`config.mk`:
```
export PLATFORM = sky130hd
export DESIGN_NAME = counter_param
export DESIGN_NICKNAME = d
export VERILOG_FILES = /design/src/rtl/counter_param.sv
export SDC_FILE = /design/constraint.sdc
export NUM_CORES = 1
export LEC_CHECK = 0
export ABC_AREA = 1
export BUFFER_PORTS_ARGS = -buffer_cell sky130_fd_sc_hd__buf_2
export CAP_MARGIN = 10
export CORE_UTILIZATION = 45
export CTS_CLUSTER_DIAMETER = 100
export CTS_CLUSTER_SIZE = 10
export DETAILED_ROUTE_END_ITERATION = 7
export PLACE_DENSITY = 0.7
export SKIP_LAST_GASP = 1
export SLEW_MARGIN = 30
export SYNTH_ARGS = -nofsm -noshare
export SYNTH_HDL_FRONTEND = slang
export SYNTH_SLANG_ARGS = --single-unit
```
`constraint.sdc`:
```
create_clock -name clk -period 2.22 [get_ports clk]
set_input_delay 0.222 -clock clk [delete_from_list [all_inputs] [get_ports clk]]
set_output_delay 0.222 -clock clk [all_outputs]
set_load 0.01 [all_outputs]
```
`src/rtl/counter_param.sv`:
```
// counter_param: parametrised up/down counter with prescaler, parallel load,
// wrap/saturate boundary handling, terminal-count pulse and sticky overflow.
module counter_param #(
    parameter int unsigned          WIDTH    = 8,
    parameter longint unsigned      MAX_VAL  = (64'd1 << WIDTH) - 64'd1,
    parameter int unsigned          PRESCALE = 1
) (
    input  logic             clk,
    input  logic             rst_n,
    input  logic             clr,
    input  logic             en,
    input  logic             up_dn,
    input  logic             load,
    input  logic [WIDTH-1:0] load_val,
    input  logic             sat_mode,
    output logic [WIDTH-1:0] count,
    output logic             tc,
    output logic             ovf,
    output logic             zero
);
    localparam int unsigned      PW      = (PRESCALE > 1) ? $clog2(PRESCALE) : 1;
    localparam logic [WIDTH-1:0] MAX     = MAX_VAL[WIDTH-1:0];
    localparam logic [PW-1:0]    PRE_TOP = PW'(PRESCALE - 1);

    logic [WIDTH-1:0] count_q, count_d;
    logic [PW-1:0]    pre_q, pre_d;
    logic             tc_q, tc_d;
    logic             ovf_q, ovf_d;
    logic             step, at_bound;
    logic [WIDTH-1:0] stepped;

    assign step     = en && (pre_q == PRE_TOP);
    assign at_bound = up_dn ? (count_q == MAX) : (count_q == '0);
    // Boundary value depends on mode: saturate holds, wrap jumps to the opposite end.
    assign stepped  = at_bound ? (sat_mode ? count_q : (up_dn ? '0 : MAX))
                               : (up_dn ? count_q + 1'b1 : count_q - 1'b1);

    always_comb begin
        count_d = count_q;
        pre_d   = pre_q;
        tc_d    = 1'b0;
        ovf_d   = ovf_q;
        if (clr) begin
            count_d = '0;
            pre_d   = '0;
            ovf_d   = 1'b0;
        end else if (load) begin
            count_d = (load_val > MAX) ? MAX : load_val;
            pre_d   = '0;
        end else if (en) begin
            pre_d   = step ? '0 : PW'(pre_q + 1'b1);
            count_d = step ? stepped : count_q;
            tc_d    = step && at_bound;
            ovf_d   = ovf_q || (step && at_bound);
        end
    end

    always_ff @(posedge clk or negedge rst_n) begin
        if (!rst_n) begin
            count_q <= '0;
            pre_q   <= '0;
            tc_q    <= 1'b0;
            ovf_q   <= 1'b0;
        end else begin
            count_q <= count_d;
            pre_q   <= pre_d;
            tc_q    <= tc_d;
            ovf_q   <= ovf_d;
        end
    end

    assign count = count_q;
    assign tc    = tc_q;
    assign ovf   = ovf_q;
    assign zero  = (count_q == '0);
endmodule

```
==> key figures, run 1 <==
STA
  – RSZ-0062 raised after global routing: false
  – Fin crit share: between 80% and 90%
  – Slew HR: slightly below 70%
  – Final Setup Violations: 0
  – Achievable Freq: 0.548 GHz
  – Final Skew: between 0.006 and 0.007 ns
  – Fin. Hold Viols: 0
  – Final Critical Period: ~1.8 ns
  – Setup TNS: 0 ns
  – Slew @ Worst Pin: 0.466 ns
  – Slew Viols, Final: 0

Synthesis
  – Mux contribution to synthesized area: 0%
  – Sequential area share after synthesis: 27.9%
  – Mapped Nets: between 150 and 200
  – Post-synthesis simple-gate area fraction: approximately 45%
  – Compound-Gate Fraction of Synth Area: 7.49%
  – Xor/xnor share of the synthesized area: less than 1%
  – Netlist cell types: 24
  – Post-synthesis adder-cell area fraction: 9.64%
  – Seq cells post-synth: 11
  – Largest family of logic cells by synthesized area: simple AND/OR/NAND/NOR gates
  – Synthesized area: 986 sq um
  – Yosys Warn Count: 0
  – Average cell area after synthesis: between 6 and 7 sq um
  – Syn Inst Count: approximately 160

Critical path
  – CP Data Required Time: roughly 2.4 ns
  – Worst setup path category: flip-flop to flip-flop
  – Crit start category: flip-flop
  – Worst r2r src: count[0]$_DFFE_PN0P_
  – R2R setup slack: between 0.3 and 0.4 ns
  – Critical path launch point: count[0]$_DFFE_PN0P_
  – R2r worst-path depth: 10
  – Levels on crit path: 10
  – Worst Path Max Fanout: 7
  – CP endpoint: count[4]$_DFFE_PN0P_
  – Worst Path Buf+Inv: 2
  – Worst r2r dst: count[4]$_DFFE_PN0P_
  – Crit path cell chain: inv_1, fa_1, inv_1, a21oi_1, or2_2, nand3_1, nand2_1, nand2_1, nand2_1, nand2_1
  – Worst path slowest cell: fa_1
  – Crit path DAT: just over 2 ns
  – Cell mode on critical path: nand2_1
  – Kind of end point of the critical path: flip-flop
  – CP top delay family: simple AND/OR/NAND/NOR gates
  – Critical path's largest stage delay: 0.46 ns

Place
  – Port buffer count: 25
  – Dpl hpwl: approximately 2000 um
  – Post-DP Area: 1140 sq um
  – Placer's final routability congestion estimate: just over 0.9

Routing
  – Met3 wire len: 209 um
  – Iteration-0 DRC Markers: 41
  – Met1 WL: between 1000 and 1500 um
  – Routed length on met2: roughly 1100 um
  – WL/cell: around 12 um
  – Top sig layer: met4
  – DRT Pass-1 Iters: 4
  – Post-DRT Antenna Nets: 0
  – # DRC: 0
  – Post-Route WL: 2450 um
  – Drt via density: approximately 5.1
  – Via count: between 1000 and 1500

CTS
  – Max Root-Sink Buffers: 2
  – H-tree depth: 1
  – Clock Latency Late Sink: 0.27 ns
  – CTS Sinks: 11
  – Clk pin slew, worst setup/hold paths: approximately 0.070 ns
  – TritonCTS clock tree: yes
  – Clock root cell: clkbuf_4
  – Number of CTS-inserted buffers: 3

Layout
  – Util after Layout: 59.0%
  – Post-Layout Inst Area: around 1200 sq um
  – # diodes: 0
  – Area Growth Syn to Fin: 19.8%
  – # nets final: around 210
  – Commonest non-fill, non-tap cell in the layout: nand2_1
  – Layout cells sized above 1: 20.5%
  – Commonest cells after routing, fill and taps aside: 55 x nand2_1, 25 x buf_2, 20 x inv_1, 18 x nor2_1, 12 x nand3_1

Power
  – Pwr dens: about 590 nW/um^2
  – Leak: slightly below 0.7 nW
  – Worst IR Drop VDD: roughly 340 uV

Global routing
  – Largest net degree at the start of global routing: 12
  – Vias in the first global route: roughly 1000
  – Initial antenna violation count: 0
  – Global-route wire length before repair: 4200 um
  – Total track usage: a little under a quarter
  – GRT overflow: 0

Die
  – CORE AREA: between 2000 and 2500 sq um
  – Num rows: 16
  – IO Pins: 26
  – Die area: 2380 sq um
  – Die Ht: around 49 um
  – Die Width: 48.8 um
  – Starting density of the core: ~49%

Hold path
  – Worst Hold Class: input port to flip-flop

Status
  – Outcome: finished clean

Flow run
  – Max cap viols: 0
[cell type report]
type,count,area [sq um]
Multi-Input combinational cell,121,624
Sequential cell,11,275
Clock buffer,4,26.3
Timing Repair Buffer,26,135
Fill cell,203,821
Inverter,23,86.3
Tap cell,27,33.8
[repair_timing]
action	4_1_cts	5_1_grt
buffers inserted	0	0
endpoints found under the hold margin	11	0
hold buffers	1	0
resized for setup	0	0
[sequential cells by signal, summed over array words and instances (netlist names)]
register	cells
tc	1
ovf	1
count	8
pre_q	1
[kinds of logic (layout without fill, tap and decap cells)]
group                    count (synthesis)  in the layout
AO/OA/AOI/OAI                           14             14
XOR/XNOR                                 1              1
adder cells (fa/ha/maj)                  7              7
buffers and inverters                   23             53
flip-flops                              11             11
AND/OR/NAND/NOR                         99             99
[layer usage]
metal / vias up / GRT usage [%]
li1: 552 / -
met1: 480 / 32.3
met2: 45 / 36.6
met3: 4 / 5.61
met4: 0 / 3.43
met5: - / 0
[how the worst min path moves through the flow]
stage,from,end,slack (ns),cells after the start
6_report,en,pre_q$_DFFE_PN0P_,0.14,2
2_1_floorplan,rst_n,count[0]$_DFFE_PN0P_,-0.07,0
5_1_grt,en,pre_q$_DFFE_PN0P_,0.13,2
3_3_place_gp,rst_n,count[7]$_DFFE_PN0P_,0.10,1
4_1_cts,en,pre_q$_DFFE_PN0P_,0.13,2
3_5_place_dp,rst_n,count[7]$_DFFE_PN0P_,0.10,1
[where the power goes]
group | leakage (nW) | switching, W | total (W) | internal [W]
Sequential | 0.144 | 0.0000339 | 0.000255 | 0.000221
Combinational | 0.528 | 0.000179 | 0.000298 | 0.000119
Clock | 0.0150 | 0.0000681 | 0.000138 | 0.0000697
Total | 0.687 | 0.000281 | 0.000691 | 0.000410
[Yosys cell counts, drive strengths merged]
library cell,n,share of area [%]
nand2,58,23
inv,23,8.8
nor2,20,8.6
nand3,13,7.9
dfrtp,11,28
a21oi,9,4.6
ha,6,7.6
o21ai,3,1.5
nand3b,2,1.5
nand4,2,1.3
or2,2,1.3
a22oi,1,0.76
fa,1,2.0
nor3b,1,0.76
nor4,1,0.63
o22ai,1,0.63
xnor2,1,0.89
[stage by stage]
stage | setup slack, ns | power (W) | instances | hold slack, ns
CTS | 0.375 | 0.000696 | 212 | 0.129
floorplan | 0.541 | 0.000456 | 155 | -0.0736
global placement | 0.387 | 0.000548 | 207 | 0.105
global route | 0.240 | 0.000755 | 212 | 0.131
detailed placement | 0.386 | 0.000554 | 207 | 0.104
finish | 0.395 | 0.000691 | 212 | 0.135
No activity file was read; power rests on OpenSTA's default activity.
==> inputs of run 2 (changes only) <==
Settings changed: PLACE_DENSITY 0.7 to 0.73.
Clock period 2.22 ns to 1.6 ns, I/O delays scaled along.
==> run 2 against run 1 <==
Against the previous run:
- the flow now finishes with violations (negative setup slack)
- count of clock-buffer cells in the layout is the same
- final area is 24% higher
- sequential power is 43% higher
- cell count increased by 8.5%
==> key figures, run 2 (synthesis gave the netlist of run 1 again) <==
Routing
  – # DRC: 0 (unchanged)
  – Via count: 1215 (was 1081)
  – Iteration-0 DRC Markers: 23 (was 41)
  – Post-Route WL: 3180 um (was 2450 um)
  – Post-DRT Antenna Nets: 0 (unchanged)
  – DRT Pass-1 Iters: 4 (unchanged)
  – Drt via density: 5.28 (was 5.10)
  – WL/cell: 13.8 um (was 11.6 um)

Global routing
  – Largest net degree at the start of global routing: 12 (unchanged)
  – Vias in the first global route: 1081 (was 997)
  – GRT overflow: 0 (unchanged)
  – Global-route wire length before repair: 4510 um (was 4200 um)
  – Initial antenna violation count: 0 (unchanged)
  – Total track usage: 24.7% (was 23.0%)

Power
  – Clock share of power: 16.6% (was 19.9%)
  – Switch Pwr: 0.000463 W (was 0.000281 W)
  – Seq pwr share: 31.5% (was 36.9%)
  – Pwr dens: 785 nW/um^2 (was 585 nW/um^2)
  – Leak: 0.780 nW (was 0.687 nW)
  – Switching part of the total: 40.1% (was 40.7%)
  – Gate power share: 51.9% (was 43.1%)
  – Internal Power: 0.000691 W (was 0.000410 W)
  – Worst IR Drop VDD: 581 uV (was 337 uV)

Die
  – Num rows: 16 (unchanged)
  – Starting density of the core: 49.3% (unchanged)
  – IO Pins: 26 (unchanged)
  – Die Ht: 48.8 um (unchanged)
  – Die area: 2380 sq um (unchanged)
  – Die Width: 48.8 um (unchanged)
  – CORE AREA: 2000 sq um (unchanged)

Layout
  – # nets final: 226 (was 208)
  – Fillers: 147 (was 203)
  – Max FFs per register: 8 (unchanged)
  – Post-Layout Inst Area: 1470 sq um (was 1180 sq um)
  – Commonest cells after routing, fill and taps aside: 54 x nand2_1, 25 x buf_2, 16 x nor2_1, 15 x inv_1, 15 x buf_4 (was 55 x nand2_1, 25 x buf_2, 20 x inv_1, 18 x nor2_1, 12 x nand3_1)
  – Commonest non-fill, non-tap cell in the layout: nand2_1 (unchanged)
  – # diodes: 0 (unchanged)
  – Area Growth Syn to Fin: 49.1% (was 19.8%)
  – Util after Layout: 73.4% (was 59.0%)
  – Layout cells sized above 1: 39.9% (was 20.5%)

Place
  – Placer's final routability congestion estimate: 0.942 (was 0.924)
  – Port buffer count: 25 (unchanged)
  – Dpl hpwl: 2130 um (was 2010 um)
  – Post-DP Area: 1200 sq um (was 1140 sq um)

Critical path
  – Kind of end point of the critical path: flip-flop (unchanged)
  – R2R setup slack: -0.04 ns (was 0.40 ns)
  – Crit start category: flip-flop (unchanged)
  – Worst setup path category: flip-flop to flip-flop (unchanged)
  – Crit path DAT: 1.80 ns (was 2.03 ns)
  – Worst r2r dst: count[5]$_DFFE_PN0P_ (was count[4]$_DFFE_PN0P_)
  – Worst r2r src: count[1]$_DFFE_PN0P_ (was count[0]$_DFFE_PN0P_)
  – CP Data Required Time: 1.76 ns (was 2.43 ns)
  – Worst Path Max Fanout: 8 (was 7)
  – R2r worst-path depth: 11 (was 10)

STA
  – Final Skew: 0.00292 ns (was 0.00672 ns)
  – Fin crit share: 102% (was 82.2%)
  – Fin. Hold Viols: 0 (unchanged)
  – Achievable Freq: 0.611 GHz (was 0.548 GHz)
  – Slew HR: 64.9% (was 68.8%)
  – Final Setup Violations: 5 (was 0)
  – PnR worst setup slack: -0.0362 ns (was 0.395 ns)
  – Final Critical Period: 1.64 ns (was 1.82 ns)
  – RSZ-0062 raised after global routing: true (was false)
  – Slew @ Worst Pin: 0.524 ns (was 0.466 ns)
  – Slew Viols, Final: 0 (unchanged)

CTS
  – Clock Latency Late Sink: 0.27 ns (about the same)
  – TritonCTS clock tree: yes (unchanged)
  – Clk pin slew, worst setup/hold paths: 0.07 ns (about the same)
  – H-tree depth: 1 (unchanged)
  – Number of CTS-inserted buffers: 3 (unchanged)
  – Clock root cell: clkbuf_4 (unchanged)
  – CTS Sinks: 11 (unchanged)
  – Max Root-Sink Buffers: 2 (unchanged)

Hold path
  – Hold Crit Endpoint: pre_q$_DFFE_PN0P_ (unchanged)
  – HP Start: en (unchanged)
  – Hold depth: 2 (unchanged)
  – Worst Hold Class: input port to flip-flop (unchanged)

Flow run
  – Max cap viols: 0 (unchanged)

Status
  – Failing checks: negative setup slack
  – Outcome: finished with violations (was finished clean)
==> run 2: power groups by stage <==
stage	Clock, W	Combinational (W)	Sequential [W]
after floorplan	0	0.000273	0.000361
after global placement	0	0.000438	0.000353
after detailed placement	0	0.000450	0.000354
after CTS	0.000194	0.000476	0.000347
after global routing	0.000209	0.000657	0.000366
final	0.000192	0.000599	0.000364
==> run 2: how the worst max path moves through the flow <==
stage / start / to / slack (ns)
final: count[1]$_DFFE_PN0P_ / count[5]$_DFFE_PN0P_ / -0.04
after global routing: count[1]$_DFFE_PN0P_ / count[0]$_DFFE_PN0P_ / -0.07
after CTS: count[0]$_DFFE_PN0P_ / count[4]$_DFFE_PN0P_ / -0.01
after detailed placement: up_dn / count[2]$_DFFE_PN0P_ / -0.05
after global placement: count[1]$_DFFE_PN0P_ / count[4]$_DFFE_PN0P_ / 0.003
after floorplan: count[0]$_DFFE_PN0P_ / count[4]$_DFFE_PN0P_ / 0.04
==> run 2: layout make-up <==
class	instances	area, sq um	area share [%]
Inverter	23	92.6	6.30
Timing Repair Buffer	44	290	19.7
Clock buffer	4	26.3	1.79
Multi-Input combinational cell	121	744	50.6
Tap cell	27	33.8	2.30
Sequential cell	11	283	19.2
==> run 2: layer usage <==
metal / global-route usage [%] / routed length (um)
met5: 0 / 0
met4: 4.41 / 64
met3: 6.54 / 166
met2: 44.9 / 1610
met1: 29.1 / 1340
==> run 2: critical path, stage by stage (launching register included) <==
cell and delay [ns]:
dfrtp_1 0.41, buf_6 0.14, nor2_2 0.08, nand2_1 0.07, nor2_2 0.18, nand2_2 0.11, nand2_4 0.10, nand3_4 0.12
nand2_8 0.13, inv_4 0.06, nor2_1 0.08, nor2_1 0.06
==> run 2: what timing repair did <==
item                                    CTS  global route
pin swaps                                 1            15
endpoints found under the setup margin    3             6
cloned                                    0             0
hold buffers                              1             0
hold endpoints to repair                 11             0
resized for setup                         2            29
buffers inserted                          2             9
==> run 2: per-stage QoR <==
stage	std cells	hold slack [ns]	total power (W)	setup WS, ns	setup TNS, ns
2_1_floorplan	155	-0.136	0.000634	0.0369	0
3_3_place_gp	214	0.0397	0.000791	0.00305	0
3_5_place_dp	214	0.0427	0.000804	-0.0539	-0.109
4_1_cts	221	0.0915	0.00102	-0.0128	-0.0207
5_1_grt	230	0.0871	0.00123	-0.0678	-0.329
6_report	230	0.0894	0.00115	-0.0362	-0.0935
